`config.mk`:
```
export PLATFORM = sky130hd
export DESIGN_NAME = aes_axi_regif
export DESIGN_NICKNAME = d
export VERILOG_FILES = /design/src/rtl/aes_axi_pkg.sv /design/src/rtl/aes_regfile.sv /design/src/rtl/aes_axi_regif.sv
export SDC_FILE = /design/constraint.sdc
export NUM_CORES = 1
export LEC_CHECK = 0
export BUFFER_PORTS_ARGS = -buffer_cell sky130_fd_sc_hd__buf_4
export CORE_MARGIN = 1
export CORE_UTILIZATION = 35
export DETAILED_ROUTE_END_ITERATION = 7
export PLACE_DENSITY = 0.6
export SYNTH_ARGS = -nofsm -noshare
export SYNTH_HDL_FRONTEND = slang
export SYNTH_HIERARCHICAL = 1
export SYNTH_SLANG_ARGS = --single-unit
```
`constraint.sdc`:
```
create_clock -name ACLK -period 2.3 [get_ports ACLK]
set_input_delay 0.23 -clock ACLK [delete_from_list [all_inputs] [get_ports ACLK]]
set_output_delay 0.23 -clock ACLK [all_outputs]
set_load 0.01 [all_outputs]
```
`src/rtl/aes_axi_pkg.sv`:
```
// aes_axi_pkg: register map, bit positions, response codes and FSM encodings for aes_axi_regif.
package aes_axi_pkg;
  localparam logic [3:0] IDX_CTRL = 4'h0;
  localparam logic [3:0] IDX_STATUS = 4'h1;
  localparam logic [1:0] GRP_CSR = 2'd0;
  localparam logic [1:0] GRP_KEY = 2'd1;
  localparam logic [1:0] GRP_TIN = 2'd2;
  localparam logic [1:0] GRP_TOUT = 2'd3;
  localparam int CTRL_START = 0;
  localparam int CTRL_DEC = 1;
  localparam int ST_BUSY = 0;
  localparam int ST_DONE = 1;
  localparam logic [1:0] RESP_OKAY = 2'b00;
  localparam logic [1:0] RESP_SLVERR = 2'b10;
  localparam logic [1:0] BURST_FIXED = 2'b00;
  localparam logic [2:0] SIZE_WORD = 3'b010;
  typedef enum logic [1:0] {W_IDLE, W_DATA, W_RESP} w_state_e;
  typedef enum logic {R_IDLE, R_DATA} r_state_e;
  function automatic logic [3:0] next_idx(input logic [3:0] idx, input logic [1:0] burst);
    return burst == BURST_FIXED ? idx : idx + 4'd1;
  endfunction
  function automatic logic [31:0] merge_bytes(input logic [31:0] old, input logic [31:0] data, input logic [3:0] strb);
    logic [31:0] m;
    for (int b = 0; b < 4; b++) m[8*b +: 8] = strb[b] ? data[8*b +: 8] : old[8*b +: 8];
    return m;
  endfunction
endpackage

```
`src/rtl/aes_regfile.sv`:
```
// aes_regfile: AES control/status, key, text-in and text-out registers plus the start/done handshake.
module aes_regfile
  import aes_axi_pkg::*;
(
  input  logic         clk,
  input  logic         rst_n,
  input  logic         wr_en,
  input  logic [3:0]   wr_idx,
  input  logic [31:0]  wr_data,
  input  logic [3:0]   wr_strb,
  output logic         wr_err,
  input  logic [3:0]   rd_idx,
  output logic [31:0]  rd_data,
  output logic [127:0] aes_key,
  output logic [127:0] aes_din,
  output logic         aes_dec,
  output logic         aes_start,
  input  logic [127:0] aes_dout,
  input  logic         aes_done
);
  logic [127:0] tout;
  logic busy, done, start_wr, wr_ok, start_req, w1c_done;
  logic [6:0] wr_lsb, rd_lsb;
  assign wr_lsb = {wr_idx[1:0], 5'd0};
  assign rd_lsb = {rd_idx[1:0], 5'd0};
  assign start_wr = wr_idx == IDX_CTRL && wr_strb[0] && wr_data[CTRL_START];
  // A start while busy, a write of BUSY=1 and any TOUT write reject the whole beat.
  assign wr_err = (wr_idx == IDX_STATUS && wr_strb[0] && wr_data[ST_BUSY]) || wr_idx[3:2] == GRP_TOUT || (start_wr && busy);
  assign wr_ok = wr_en && !wr_err;
  assign start_req = wr_ok && start_wr;
  assign w1c_done = wr_ok && wr_idx == IDX_STATUS && wr_strb[0] && wr_data[ST_DONE];
  always_comb begin
    rd_data = '0;
    case (rd_idx[3:2])
      GRP_CSR: rd_data = rd_idx == IDX_CTRL ? {30'd0, aes_dec, 1'b0} : rd_idx == IDX_STATUS ? {30'd0, done, busy} : '0;
      GRP_KEY: rd_data = aes_key[rd_lsb +: 32];
      GRP_TIN: rd_data = aes_din[rd_lsb +: 32];
      default: rd_data = tout[rd_lsb +: 32];
    endcase
  end
  always_ff @(posedge clk or negedge rst_n) begin
    if (!rst_n) begin
      aes_key <= '0;
      aes_din <= '0;
      tout <= '0;
      aes_dec <= 1'b0;
      aes_start <= 1'b0;
      busy <= 1'b0;
      done <= 1'b0;
    end else begin
      aes_start <= start_req;
      if (wr_ok && wr_idx[3:2] == GRP_KEY) aes_key[wr_lsb +: 32] <= merge_bytes(aes_key[wr_lsb +: 32], wr_data, wr_strb);
      if (wr_ok && wr_idx[3:2] == GRP_TIN) aes_din[wr_lsb +: 32] <= merge_bytes(aes_din[wr_lsb +: 32], wr_data, wr_strb);
      if (wr_ok && wr_idx == IDX_CTRL && wr_strb[0]) aes_dec <= wr_data[CTRL_DEC];
      // Capture of a result outranks a same-cycle W1C of DONE; start and capture are exclusive via busy.
      if (aes_done && busy) begin
        tout <= aes_dout;
        busy <= 1'b0;
        done <= 1'b1;
      end else if (start_req) begin
        busy <= 1'b1;
        done <= 1'b0;
      end else if (w1c_done) begin
        done <= 1'b0;
      end
    end
  end
endmodule

```
`src/rtl/aes_axi_regif.sv`:
```
// aes_axi_regif: AXI3 slave exposing the AES core registers with independent read and write burst FSMs.
module aes_axi_regif
  import aes_axi_pkg::*;
#(
  parameter int AXI_WIDTH_CID = 4,
  parameter int AXI_WIDTH_ID = 4,
  parameter int AXI_WIDTH_AD = 32,
  parameter int AXI_WIDTH_DA = 32,
  parameter int AXI_WIDTH_DS = AXI_WIDTH_DA / 8,
  parameter int AXI_WIDTH_SID = AXI_WIDTH_CID + AXI_WIDTH_ID
) (
  input  logic                     ACLK,
  input  logic                     ARESETn,
  input  logic [AXI_WIDTH_SID-1:0] AWID,
  input  logic [AXI_WIDTH_AD-1:0]  AWADDR,
  input  logic [3:0]               AWLEN,
  input  logic [1:0]               AWLOCK,
  input  logic [2:0]               AWSIZE,
  input  logic [1:0]               AWBURST,
  input  logic                     AWVALID,
  output logic                     AWREADY,
  input  logic [AXI_WIDTH_SID-1:0] WID,
  input  logic [AXI_WIDTH_DA-1:0]  WDATA,
  input  logic [AXI_WIDTH_DS-1:0]  WSTRB,
  input  logic                     WLAST,
  input  logic                     WVALID,
  output logic                     WREADY,
  output logic [AXI_WIDTH_SID-1:0] BID,
  output logic [1:0]               BRESP,
  output logic                     BVALID,
  input  logic                     BREADY,
  input  logic [AXI_WIDTH_SID-1:0] ARID,
  input  logic [AXI_WIDTH_AD-1:0]  ARADDR,
  input  logic [3:0]               ARLEN,
  input  logic [1:0]               ARLOCK,
  input  logic [2:0]               ARSIZE,
  input  logic [1:0]               ARBURST,
  input  logic                     ARVALID,
  output logic                     ARREADY,
  output logic [AXI_WIDTH_SID-1:0] RID,
  output logic [AXI_WIDTH_DA-1:0]  RDATA,
  output logic [1:0]               RRESP,
  output logic                     RLAST,
  output logic                     RVALID,
  input  logic                     RREADY,
  output logic [127:0]             aes_key,
  output logic [127:0]             aes_din,
  output logic                     aes_dec,
  output logic                     aes_start,
  input  logic [127:0]             aes_dout,
  input  logic                     aes_done
);
  w_state_e w_state, w_next;
  r_state_e r_state, r_next;
  logic run, w_size_err, w_err, w_beat, w_beat_err, rf_wr_err;
  logic r_size_err, aw_hs, ar_hs, r_beat;
  logic [3:0] w_idx, r_idx, rd_idx, r_cnt;
  logic [1:0] w_burst, r_burst;
  logic [31:0] rd_data;
  logic unused;
  assign unused = ^{AWADDR[AXI_WIDTH_AD-1:6], AWADDR[1:0], ARADDR[AXI_WIDTH_AD-1:6], ARADDR[1:0], AWLEN, AWLOCK, ARLOCK, WID};
  // run holds the address channels closed for the first cycle out of reset.
  assign AWREADY = run && w_state == W_IDLE;
  assign WREADY = w_state == W_DATA;
  assign BVALID = w_state == W_RESP;
  assign ARREADY = run && r_state == R_IDLE;
  assign RVALID = r_state == R_DATA;
  assign aw_hs = AWVALID && AWREADY;
  assign w_beat = WVALID && WREADY;
  assign w_beat_err = w_size_err || rf_wr_err;
  assign ar_hs = ARVALID && ARREADY;
  assign r_beat = RVALID && RREADY;
  assign rd_idx = r_state == R_IDLE ? ARADDR[5:2] : next_idx(r_idx, r_burst);
  always_comb begin
    w_next = w_state;
    case (w_state)
      W_IDLE: w_next = aw_hs ? W_DATA : W_IDLE;
      W_DATA: w_next = w_beat && WLAST ? W_RESP : W_DATA;
      W_RESP: w_next = BREADY ? W_IDLE : W_RESP;
      default: w_next = W_IDLE;
    endcase
  end
  always_comb begin
    r_next = r_state;
    r_next = r_state == R_IDLE ? (ar_hs ? R_DATA : R_IDLE) : (r_beat && RLAST ? R_IDLE : R_DATA);
  end
  always_ff @(posedge ACLK or negedge ARESETn) begin
    if (!ARESETn) begin
      run <= 1'b0;
      w_state <= W_IDLE;
      r_state <= R_IDLE;
    end else begin
      run <= 1'b1;
      w_state <= w_next;
      r_state <= r_next;
    end
  end
  always_ff @(posedge ACLK or negedge ARESETn) begin
    if (!ARESETn) begin
      w_idx <= '0;
      w_burst <= '0;
      w_size_err <= 1'b0;
      w_err <= 1'b0;
      BID <= '0;
      BRESP <= RESP_OKAY;
    end else if (aw_hs) begin
      w_idx <= AWADDR[5:2];
      w_burst <= AWBURST;
      w_size_err <= AWSIZE != SIZE_WORD;
      w_err <= 1'b0;
      BID <= AWID;
    end else if (w_beat) begin
      w_idx <= next_idx(w_idx, w_burst);
      w_err <= w_err || w_beat_err;
      if (WLAST) BRESP <= w_err || w_beat_err ? RESP_SLVERR : RESP_OKAY;
    end
  end
  always_ff @(posedge ACLK or negedge ARESETn) begin
    if (!ARESETn) begin
      r_idx <= '0;
      r_burst <= '0;
      r_cnt <= '0;
      r_size_err <= 1'b0;
      RID <= '0;
      RDATA <= '0;
      RRESP <= RESP_OKAY;
      RLAST <= 1'b0;
    end else if (ar_hs) begin
      r_idx <= rd_idx;
      r_burst <= ARBURST;
      r_cnt <= ARLEN;
      r_size_err <= ARSIZE != SIZE_WORD;
      RID <= ARID;
      RDATA <= ARSIZE != SIZE_WORD ? '0 : rd_data;
      RRESP <= ARSIZE != SIZE_WORD ? RESP_SLVERR : RESP_OKAY;
      RLAST <= ARLEN == 4'd0;
    end else if (r_beat && !RLAST) begin
      r_idx <= rd_idx;
      r_cnt <= r_cnt - 4'd1;
      RDATA <= r_size_err ? '0 : rd_data;
      RLAST <= r_cnt == 4'd1;
    end else if (r_beat) begin
      RLAST <= 1'b0;
    end
  end
  aes_regfile u_regfile (
    .clk       (ACLK),
    .rst_n     (ARESETn),
    .wr_en     (w_beat && !w_size_err),
    .wr_idx    (w_idx),
    .wr_data   (WDATA),
    .wr_strb   (WSTRB),
    .wr_err    (rf_wr_err),
    .rd_idx    (rd_idx),
    .rd_data   (rd_data),
    .aes_key   (aes_key),
    .aes_din   (aes_din),
    .aes_dec   (aes_dec),
    .aes_start (aes_start),
    .aes_dout  (aes_dout),
    .aes_done  (aes_done)
  );
endmodule

```
**Word level (Yosys, flattened, before mapping)**

Index checks and enable logic that the tools add are counted.
W data, S select, Z words.

- Magnitude comparators: 0
- $add $sub $neg: 4
- Bitwise gates (word level): 2
- Reductions and logical operators: 46
- Multipliers: 0
- Multiplexer cells: 45
- Divide/modulo/power cells: 0
- Eq/ne operators: 13
- Shift-type cells: 8

Operators by type and width:

| operator | count |
|---|---|
| $shiftx A128 B8 Y32 | 5 |
| $bwmux W128 | 2 |
| $shiftx A32 B9 Y128 | 2 |
| $mux W32 | 5 |
| $shift A32 B9 Y128 const A | 1 |
| $pmux W32 S3 | 1 |
| $mux W8 | 8 |
| $mux W4 | 9 |
| $logic_and A1 B1 Y1 | 25 |
| $mux W1 | 14 |
| $eq A4 B1 Y1 const B | 3 |
| $logic_not A4 Y1 | 3 |
| $mux W2 | 5 |
| $neg A7 Y9 | 1 |
| $add A4 B1 Y4 const B | 2 |
| $eq A2 B2 Y1 const B | 4 |
| $logic_not A2 Y1 | 4 |
| $eq A2 B1 Y1 const B | 3 |
| $ne A3 B2 Y1 const B | 2 |
| $pmux W2 S3 | 1 |
| $reduce_bool A2 Y1 | 3 |
| $reduce_bool A3 Y1 | 2 |
| $logic_or A1 B1 Y1 | 4 |
| $sub A4 B1 Y4 const B | 1 |
| other kinds (5) | 8 |

- RAM bits: 0
- Bits of input ports: 283
- Memory bits (read-only): 0
- Memories: 0
- Bits in latches: 0
- Output and inout bits: 316
- Register bits: 464

**Logic depth before layout (Yosys ltp)**

Gate-level depths: netlist (run 1).

- Depth in word-level cells: 13
- Gate-level depth with buffers: 14

**Cells and area by module**

The synthesis (run 1) kept the hierarchy.

By module, submodules not included:

| module | cells an instance | seq. area each (um^2) | times used | area an instance (um^2) |
|---|---|---|---|---|
| aes_regfile | 1583 | 9709.3 | 1 | 19961.6 |
| aes_axi_regif | 316 | 1826.8 | 1 | 3269.4 |

**Worst setup path before layout (run 1)**

OpenSTA, ideal clock, no wires.

- Kind: reg2reg
- Start point: register r_state, in the netlist RVALID
- End point: register RDATA[0]
- Path buffers: 4
- Setup time: 0.117 ns
- Cell stages (with the launch flop): 14
- Data arrival time: 2.273 ns
- Data required time: 2.183 ns
- Path slack: -0.090 ns
- Path through: dfrtp_1 buf_6 clkbuf_1 nor2_1 a21oi_1 inv_1 ha_1 buf_2 buf_2 a22oi_1 o22ai_1 a221o_1 nand3_1 nand2_1

- Word-level cells in the longest chain between the ends: 8

RTL lines:

| element | RTL line | RTL |
|---|---|---|
| start: declaration | aes_axi_regif.sv:54 | `r_state_e r_state, r_next;` |
| start signal: assignment | aes_axi_regif.sv:95 | `r_state <= r_next;` |
| $mux W4 * | aes_axi_regif.sv:73 | `assign rd_idx = r_state == R_IDLE ? ARADDR[5:2] : next_idx(r_idx, r_burst);` |
| net rd_idx[2] | aes_axi_regif.sv:57 | `logic [3:0] w_idx, r_idx, rd_idx, r_cnt;` |
| $eq A4 B1 Y1 | aes_regfile.sv:35 | `GRP_CSR: rd_data = rd_idx == IDX_CTRL ? {30'd0, aes_dec, 1'b0} : rd_idx == IDX_STATUS ? {30'd0, done, busy} : ...` |
| $mux W2 | aes_regfile.sv:35 |  |
| $mux W32 | aes_regfile.sv:35 |  |
| $pmux W32 S3 * | aes_regfile.sv:34 | `case (rd_idx[3:2])` |
| net rd_data[0] | aes_axi_regif.sv:59 | `logic [31:0] rd_data;` |
| $mux W32 | aes_axi_regif.sv:140 | `RDATA <= r_size_err ? '0 : rd_data;` |
| $mux W32 | aes_axi_regif.sv:137 | `end else if (r_beat && !RLAST) begin` |
| $mux W32 * | aes_axi_regif.sv:128 | `end else if (ar_hs) begin` |
| end signal: assignment | aes_axi_regif.sv:134 | `RDATA <= ARSIZE != SIZE_WORD ? '0 : rd_data;` |
| end signal: assignment | aes_axi_regif.sv:140 |  |
| end: declaration | aes_axi_regif.sv:41 | `output logic [AXI_WIDTH_DA-1:0] RDATA,` |

Mark *: on every way through the listed nets, which the timed path passes. The rest lies on a longest branch. The select of a mux whose other input is x is not followed.
A chain may end at the register's enable or synchronous reset.

**Worst setup path in the final report (run 1)**

- Start point: register r_idx[1]
- End point: register RDATA[28]

- Word-level cells in the longest chain between the ends: 8

RTL lines:

| element | RTL line | RTL |
|---|---|---|
| start: declaration | aes_axi_regif.sv:57 |  |
| start signal: assignment | aes_axi_regif.sv:129 | `r_idx <= rd_idx;` |
| start signal: assignment | aes_axi_regif.sv:138 | `r_idx <= rd_idx;` |
| $add A4 B1 Y4 * | aes_axi_pkg.sv:20 | `return burst == BURST_FIXED ? idx : idx + 4'd1;` |
| $mux W4 * | aes_axi_pkg.sv:20 |  |
| $mux W4 * | aes_axi_regif.sv:73 |  |
| net rd_idx[2] | aes_axi_regif.sv:57 |  |
| $eq A2 B2 Y1 (tied with other cells) | aes_regfile.sv:34 |  |
| $pmux W32 S3 * | aes_regfile.sv:34 |  |
| net rd_data[28] | aes_axi_regif.sv:59 |  |
| $mux W32 | aes_axi_regif.sv:140 |  |
| $mux W32 | aes_axi_regif.sv:137 |  |
| $mux W32 * | aes_axi_regif.sv:128 |  |

Marked as above.

==> run_results.csv, run 1 <==
group,metric,value,unit
critical_path,critPathSlowestCell,"dfrtp_1",
grt,antenna_found_initial,5,
pwr,pwr-share-clk,21.9,%
pwr,p_int,0.0233,W
yosys,syn_area_per_cell,12.2,sq um
sta,finalHoldViolCount,0,
floorplan,start_util,35.3,%
detailed_routing,first_iter_violations,1769,
placed_design,pre_cts_ws,-371,ps
layout,final.fill_count,5644,
yosys,async_flop_share,100,%
sta,fmax,394,MHz
detailed_routing,vias,21300,
pwr,power_frac_comb,51.6,%
critical_path,worstSetupEndpointType,"register",
yosys,synth_top_family_by_area,"compound AO/OA/AOI/OAI gates",
placed_design,gp_congestion,0.889,
detailed_routing,drt-pass1-iter-count,6,
clock_network,cts_buffers,53,
yosys,ys_seq_elements,461,
floorplan,die_h,260,microns
run_status,status,"finished, violations left",
floorplan,die-area,67400,sq um
yosys,synthCells,1899,
placed_design,portBuffers,524,
critical_path,critPathRequiredTime,2840,ps
yosys,synth_area_leader_cell,"dfrtp_1",
yosys,yosys.area.top_type_share,49.7,%
pwr,sw_frac_of_total,40.2,%
clock_network,cts.path.max_buffers,3,
clock_network,cts_tree,"done",
critical_path,reg2reg_to,"RDATA[28]$_DFFE_PN0P_",
critical_path,cp_cell_sequence,"ha_2, o21ai_2, xor2_1, a21oi_2, buf_4, ha_4, buf_12, buf_12, buf_4, a22oi_2, a21oi_1, nor2_1, o41ai_1, nand3_1, nand2_1",
yosys,synth-xor-area-share,0.264,%
sta,timing.final.crit_share,110,%
sta,worst_pin_slew,997,ps
yosys,synth-simple-area-share,6.57,%
detailed_routing,antenna_left,0,
critical_path,ff2ff_setup_slack,-240,ps
floorplan,rows,94,
floorplan,io_pins,599,
pwr,switchingPower,0.0156,W
worst_hold_path,hold_depth,4,
clock_network,cts_root_buf,"clkbuf_16",
pwr,peakVddDrop,0.000737,V
yosys,synth_compound_area_share,21.9,%
grt,grt_pass1_wl,142000,microns
sta,fin_skew,28.5,ps
grt,globalRoute.totalOverflow,0,
sta,max_slew_margin,33.2,%
job,maxCapViolCount,0,
pwr,cellPowerDensity,1150,nW/um^2
critical_path,critPathTopFamily,"compound AO/OA/AOI/OAI gates",
detailed_routing,post_drt_wl_per_cell,28.2,microns
critical_path,path_buf_inv,4,
detailed_routing,vias_per_cell,5.97,
worst_hold_path,whs_endpoint,"u_regfile/aes_key[80]$_DFFE_PN0P_",
grt,grt_max_degree,68,
sta,fin_ws,-240,ps
yosys,netlist_area,23200,sq um
sta,grt_setup_unrepaired,"true",
critical_path,critPathKind,"reg2reg",
detailed_routing,wl,101000,microns
yosys,yosys.area_share.adder,0.700,%
yosys,yosys-top-cells-area,"dfrtp_1, a22o_1, mux2_1",
yosys,synth_cell_types,61,
sta,holdWs,69.7,ps
clock_network,cts_max_level,2,
worst_hold_path,hp-start,"WDATA[16]",
yosys,ys.flop_type,"dfrtp_1",
grt,grt_pass1_vias,21100,
critical_path,slowest_delay,400,ps
yosys,synth_edf_count,0,
critical_path,cp_max_fo,8,
critical_path,worst-endpoint-arrival,3080,ps
placed_design,dp_hpwl,66600,microns
clock_network,cts.sinks,461,
pwr,power.leakage,16.0,nW
critical_path,cp-start-kind,"register",
run_status,violations,"setup timing",
yosys,yosysSeqAreaShare,49.7,%
floorplan,coreArea,65700,sq um
worst_hold_path,min_path_type,"in2reg",
critical_path,regToRegStartpoint,"r_idx[1]$_DFFE_PN0P_",
yosys,muxShareOfSynthArea,16.6,%
detailed_routing,drc,0,
layout,final_cell_count_no_fill,3569,
clock_network,worstSkewPairLatency,620,ps
critical_path,reg2regPathDepth,15,
floorplan,fp.dieW,260,microns
layout,drive_gt1_share,38.5,%
pwr,seq_power_share,26.5,%
placed_design,dp_cells,3251,
sta,drv_slew,0,
grt,track_usage,28.4,%
sta,setup_viol,32,
sta,fin_crit,2540,ps
layout,nets,2959,
clock_network,cts.reportedPaths.clkPinSlew,60,ps
yosys,yosysWarnings,6,
layout,syn2layout_area_growth,45.3,%
-- timing repair --
action                                  4_1_cts  5_1_grt
hold buffers                                176        0
gates resized for setup                      18       82
pin swaps                                     6       32
endpoints found under the setup margin       32       61
cloned                                        2       10
setup buffers                                16       19
hold endpoints to repair                    235        0
-- how the worst max path moves through the flow --
| stage | endpoint | start | slack (ps) | cells after the start |
|---|---|---|---|---|
| finish | RDATA[28]$_DFFE_PN0P_ | r_idx[1]$_DFFE_PN0P_ | -240 | 15 |
| global route | RDATA[17]$_DFFE_PN0P_ | r_idx[1]$_DFFE_PN0P_ | -400 | 14 |
| CTS | RDATA[24]$_DFFE_PN0P_ | r_idx[1]$_DFFE_PN0P_ | -220 | 13 |
| detailed placement | RDATA[21]$_DFFE_PN0P_ | r_idx[0]$_DFFE_PN0P_ | -370 | 9 |
| global placement | RDATA[21]$_DFFE_PN0P_ | r_burst[1]$_DFFE_PN0P_ | -300 | 10 |
| floorplan | RDATA[0]$_DFFE_PN0P_ | r_idx[1]$_DFFE_PN0P_ | 6 | 13 |
-- per-layer routing --
metal	share of wire (%)	GRT usage [%]	wire length, microns	up-vias
met3	9.8	7.77	9840	274
met4	4.0	10.6	4070	2
met1	40	37.2	40300	10900
li1	-	-	-	8899
met5	0.013	0	13	-
met2	46	44.7	46400	1235
-- cell families (layout without fill, tap and decap cells) --
family                     Yosys count  count (layout)
DFF                                461             461
other                                2               6
buffers and inverters              195             997
and+or+nand+nor                    343             343
AOI/OAI and AO/OA                  560             560
xor gates and xnor gates             7               7
adders and majority gates           13              13
muxes                              318             318
-- cells in the final DEF, fill, tap and decap left out, types with 7 or more instances in the layout --
cell,n
a22oi_2,19
o311ai_2,64
nor2_4,7
a221oi_1,81
buf_12,53
a22oi_1,12
clkbuf_8,8
buf_4,631
clkbuf_16,61
o22ai_1,8
nor2b_1,7
buf_6,15
dlygate4sd3_1,176
mux2_2,43
a21oi_1,41
a221oi_2,14
dfrtp_1,456
o41ai_1,7
a22o_1,257
mux2_1,176
nand3_2,8
o41ai_2,21
nand3_1,41
o21ai_0,11
nor2_1,41
clkbuf_1,15
inv_1,10
nand2_1,200
mux4_2,30
mux2i_1,68
ha_1,8
-- per-stage QoR --
stage | TNS, ps | utilization [%] | total power (W) | cell area (sq um)
after floorplan | 0 | - | 0.0190 | 23300
after global placement | -6220 | 44.3 | 0.0263 | 29200
after detailed placement | -8180 | 44.3 | 0.0265 | 29200
after CTS | -5310 | 50.1 | 0.0364 | 32900
after global routing | -10450 | 51.3 | 0.0403 | 33700
final | -5850 | 51.3 | 0.0389 | 33700
-- registers in the layout (all words and copies together) (netlist names), 2 cells and up --
signal,cells
w_state,2
r_cnt,4
w_idx,4
w_burst,2
RDATA,32
r_idx,4
u_regfile/aes_key,128
u_regfile/tout,128
r_burst,2
RID,8
u_regfile/aes_din,128
BID,8
-- power groups by stage --
| stage | clock (W) | combinational (W) | sequential (W) |
|---|---|---|---|
| 3_3_place_gp | 0 | 0.0160 | 0.0103 |
| 5_1_grt | 0.00896 | 0.0209 | 0.0105 |
| 4_1_cts | 0.00866 | 0.0174 | 0.0103 |
| 3_5_place_dp | 0 | 0.0161 | 0.0104 |
| 2_1_floorplan | 0 | 0.00864 | 0.0104 |
| 6_report | 0.00852 | 0.0201 | 0.0103 |
-- tightest hold or removal path: stages --
cell	delay, ps
buf_4	80
nand2_1	90
o311ai_2	120
a22o_1	130
-- final cells by class --
| cell class | instances | area [sq um] | area share [%] |
|---|---|---|---|
| multi-input cells | 1244 | 11300 | 33.4 |
| inverters | 14 | 55.1 | 0.163 |
| repair buffers | 889 | 8060 | 23.9 |
| flip-flops and latches | 461 | 11500 | 34.2 |
| clock inverters | 18 | 226 | 0.671 |
| well taps | 864 | 1080 | 3.20 |
| clock buffers | 76 | 1490 | 4.42 |
| diodes | 3 | 7.51 | 0.0222 |
-- synth_stat cells (all sizes together) (2+ instances only) --
library cell  count
o2111ai           2
o21ai            15
inv              14
nand2           205
and2b             2
nor4              2
or3               3
and2              2
dfrtp           461
clkbuf           56
o41ai            28
nor2             51
conb              2
nor2b             8
nand3            49
a22oi            31
ha               13
nand2b            5
mux2            219
nor3b             4
nand3b            4
a22o            257
mux2i            69
xor2              4
mux4             30
o311ai           64
xnor2             3
a21oi            46
or4               2
buf             125
a21o              3
o22ai             8
nor3              2
a221o             2
a221oi           96
No activity file was read; power rests on OpenSTA's default activity.
==> run 2, diff against run 1 <==
--- a/config.mk
+++ b/config.mk
@@ -8,6 +8,7 @@
 export BUFFER_PORTS_ARGS = -buffer_cell sky130_fd_sc_hd__buf_4
 export CORE_MARGIN = 1
 export CORE_UTILIZATION = 35
+export CTS_BUF_LIST = sky130_fd_sc_hd__clkbuf_2 sky130_fd_sc_hd__clkbuf_4 sky130_fd_sc_hd__clkbuf_8
 export DETAILED_ROUTE_END_ITERATION = 7
 export PLACE_DENSITY = 0.6
 export SYNTH_ARGS = -nofsm -noshare
==> run 2 against run 1 <==
Compared with the run above: the flow still finishes with violations (setup timing); via count rose by 1.6%; routed wire length rose by 2.2%; combinational power rose by 4%; clock skew rose by 3.7 ps; highest routed layer unchanged; non-clock buffer count rose by 32; worst setup slack got worse by 40 ps; clock-buffer cell count rose by 54; clock power fell by 0.6%; global-route usage rose by 0.69 points; first-iteration DRC count rose by 16%; utilization rose by 0.96 points; flip-flop and latch count did not move.
==> run_results.csv, run 2 (synthesized netlist as in run 1, its figures left out) <==
group,metric,value,unit
run_status,status,"finished, violations left",
run_status,violations,"setup timing",
clock_network,cts_max_level,3,
detailed_routing,first_iter_violations,2047,
placed_design,dp_hpwl,66600,microns
floorplan,rows,94,
clock_network,cts_buffers,87,
critical_path,worst-endpoint-arrival,3230,ps
clock_network,cts.reportedPaths.clkPinSlew,70,ps
floorplan,coreArea,65700,sq um
sta,holdWs,66.3,ps
clock_network,cts_tree,"done",
floorplan,start_util,35.3,%
detailed_routing,met1Wirelength,41200,microns
grt,globalRoute.totalOverflow,0,
sta,max_slew_margin,33.9,%
critical_path,critPathKind,"reg2reg",
placed_design,pre_cts_ws,-371,ps
layout,final.fill_count,5587,
detailed_routing,post_drt_wl_per_cell,28.1,microns
sta,fin_ws,-280,ps
placed_design,gp_congestion,0.889,
detailed_routing,met3_length,10100,microns
layout,final_common_cell,"buf_4",
placed_design,portBuffers,524,
critical_path,cp_max_fo,7,
clock_network,cts_root_buf,"clkbuf_8",
grt,antenna_found_initial,2,
layout,drive_gt1_share,40.6,%
detailed_routing,drt-pass1-iter-count,5,
critical_path,critPathRequiredTime,2950,ps
sta,grt_setup_unrepaired,"true",
layout,finish.utilization,52.3,%
critical_path,worstSetupEndpointType,"register",
layout,nets,3025,
pwr,cellPowerDensity,1160,nW/um^2
sta,fmax,388,MHz
grt,grt_max_degree,68,
floorplan,die_h,260,microns
sta,fin_skew,32.2,ps
detailed_routing,antenna_left,0,
layout,syn2layout_area_growth,48.0,%
job,maxCapViolCount,0,
sta,fin_crit,2580,ps
layout,final_cell_count_no_fill,3657,
worst_hold_path,min_path_type,"in2async",
critical_path,reg2regPathDepth,13,
critical_path,critPathTopFamily,"simple AND/OR/NAND/NOR gates",
critical_path,cp_cell_sequence,"ha_2, o21ai_2, xor2_1, a21oi_2, buf_4, ha_4, buf_12, buf_12, a221oi_2, or4_4, o21ai_2, nand3_1, nand2_1",
grt,grt_pass1_wl,145000,microns
clock_network,cts.path.max_buffers,3,
sta,timing.final.crit_share,112,%
critical_path,path_buf_inv,3,
layout,final_cell_mix,"buf_4, dfrtp_1, a22o_1",
sta,drv_slew,0,
layout,reg_top3,"u_regfile/aes_din (128), u_regfile/aes_key (128), u_regfile/tout (128)",
detailed_routing,vias,21600,
clock_network,worstSkewPairLatency,700,ps
detailed_routing,top_layer,"met5",
critical_path,critPathSlowestCell,"or4_4",
detailed_routing,vias_per_cell,5.92,
floorplan,io_pins,599,
detailed_routing,wl_met2,46900,microns
sta,setup_viol,32,
floorplan,fp.dieW,260,microns
critical_path,slowest_delay,560,ps
sta,finalHoldViolCount,0,
floorplan,die-area,67400,sq um
clock_network,cts.sinks,461,
sta,tns,-6270,ps
grt,grt_pass1_vias,21500,
detailed_routing,drc,0,
detailed_routing,wl,103000,microns
grt,track_usage,29.1,%
pwr,peakVddDrop,0.000686,V
sta,worst_pin_slew,987,ps
critical_path,path_depth,13,
critical_path,cp-start-kind,"register",
placed_design,dp_cells,3251,
pwr,power.leakage,16.4,nW
==> run 2: metrics by stage <==
stage               power (W)  instance area (sq um)
floorplan              0.0190                  23300
global placement       0.0263                  29200
detailed placement     0.0265                  29200
CTS                    0.0371                  33600
global route           0.0414                  34400
finish                 0.0399                  34400
==> run 2: report_power, final <==
part | switching, W | internal [W] | total, W
combinational | 0.0115 | 0.00954 | 0.0210
sequential | 0.000993 | 0.00934 | 0.0103
clock | 0.00379 | 0.00468 | 0.00847
==> run 2: worst paths after layout <==
check                                      startpoint                                  to  slack [ps]
worst max-delay path             r_idx[1]$_DFFE_PN0P_                RDATA[1]$_DFFE_PN0P_        -280
worst min-delay path                          ARESETn     u_regfile/tout[101]$_DFFE_PN0P_          70
worst max register to register   r_idx[1]$_DFFE_PN0P_                RDATA[1]$_DFFE_PN0P_        -280
worst min register to register  RDATA[28]$_DFFE_PN0P_               RDATA[28]$_DFFE_PN0P_         470
max in group asynchronous                     ARESETn                w_idx[1]$_DFFE_PN0P_        1280
min in group ACLK                           WDATA[20]  u_regfile/aes_key[116]$_DFFE_PN0P_          70
==> run 2: what timing repair did <==
| action | CTS | global route |
|---|---|---|
| endpoints found under the hold margin | 705 | 0 |
| setup endpoints to repair | 32 | 67 |
| buffers inserted | 20 | 12 |
| hold buffers | 206 | 0 |
| pin swaps | 3 | 26 |
| gates cloned | 5 | 10 |
| resized for setup | 36 | 86 |
==> run 2: layout make-up <==
| cell class | instances | area [sq um] | area share (%) |
|---|---|---|---|
| Antenna cell | 2 | 5.00 | 0.0146 |
| Multi-Input combinational cell | 1244 | 11400 | 33.1 |
| Tap cell | 864 | 1080 | 3.14 |
| Clock buffer | 130 | 1630 | 4.75 |
| Inverter | 14 | 55.1 | 0.160 |
| Sequential cell | 461 | 11500 | 33.6 |
| Timing Repair Buffer | 921 | 8510 | 24.7 |
| Clock inverter | 21 | 174 | 0.506 |
==> run 2: layer usage <==
layer,vias to the layer above,track usage [%]
li1,9058,-
met1,11000,37.8
met2,1298,45.3
met3,300,8.33
met4,2,12.0
met5,-,0
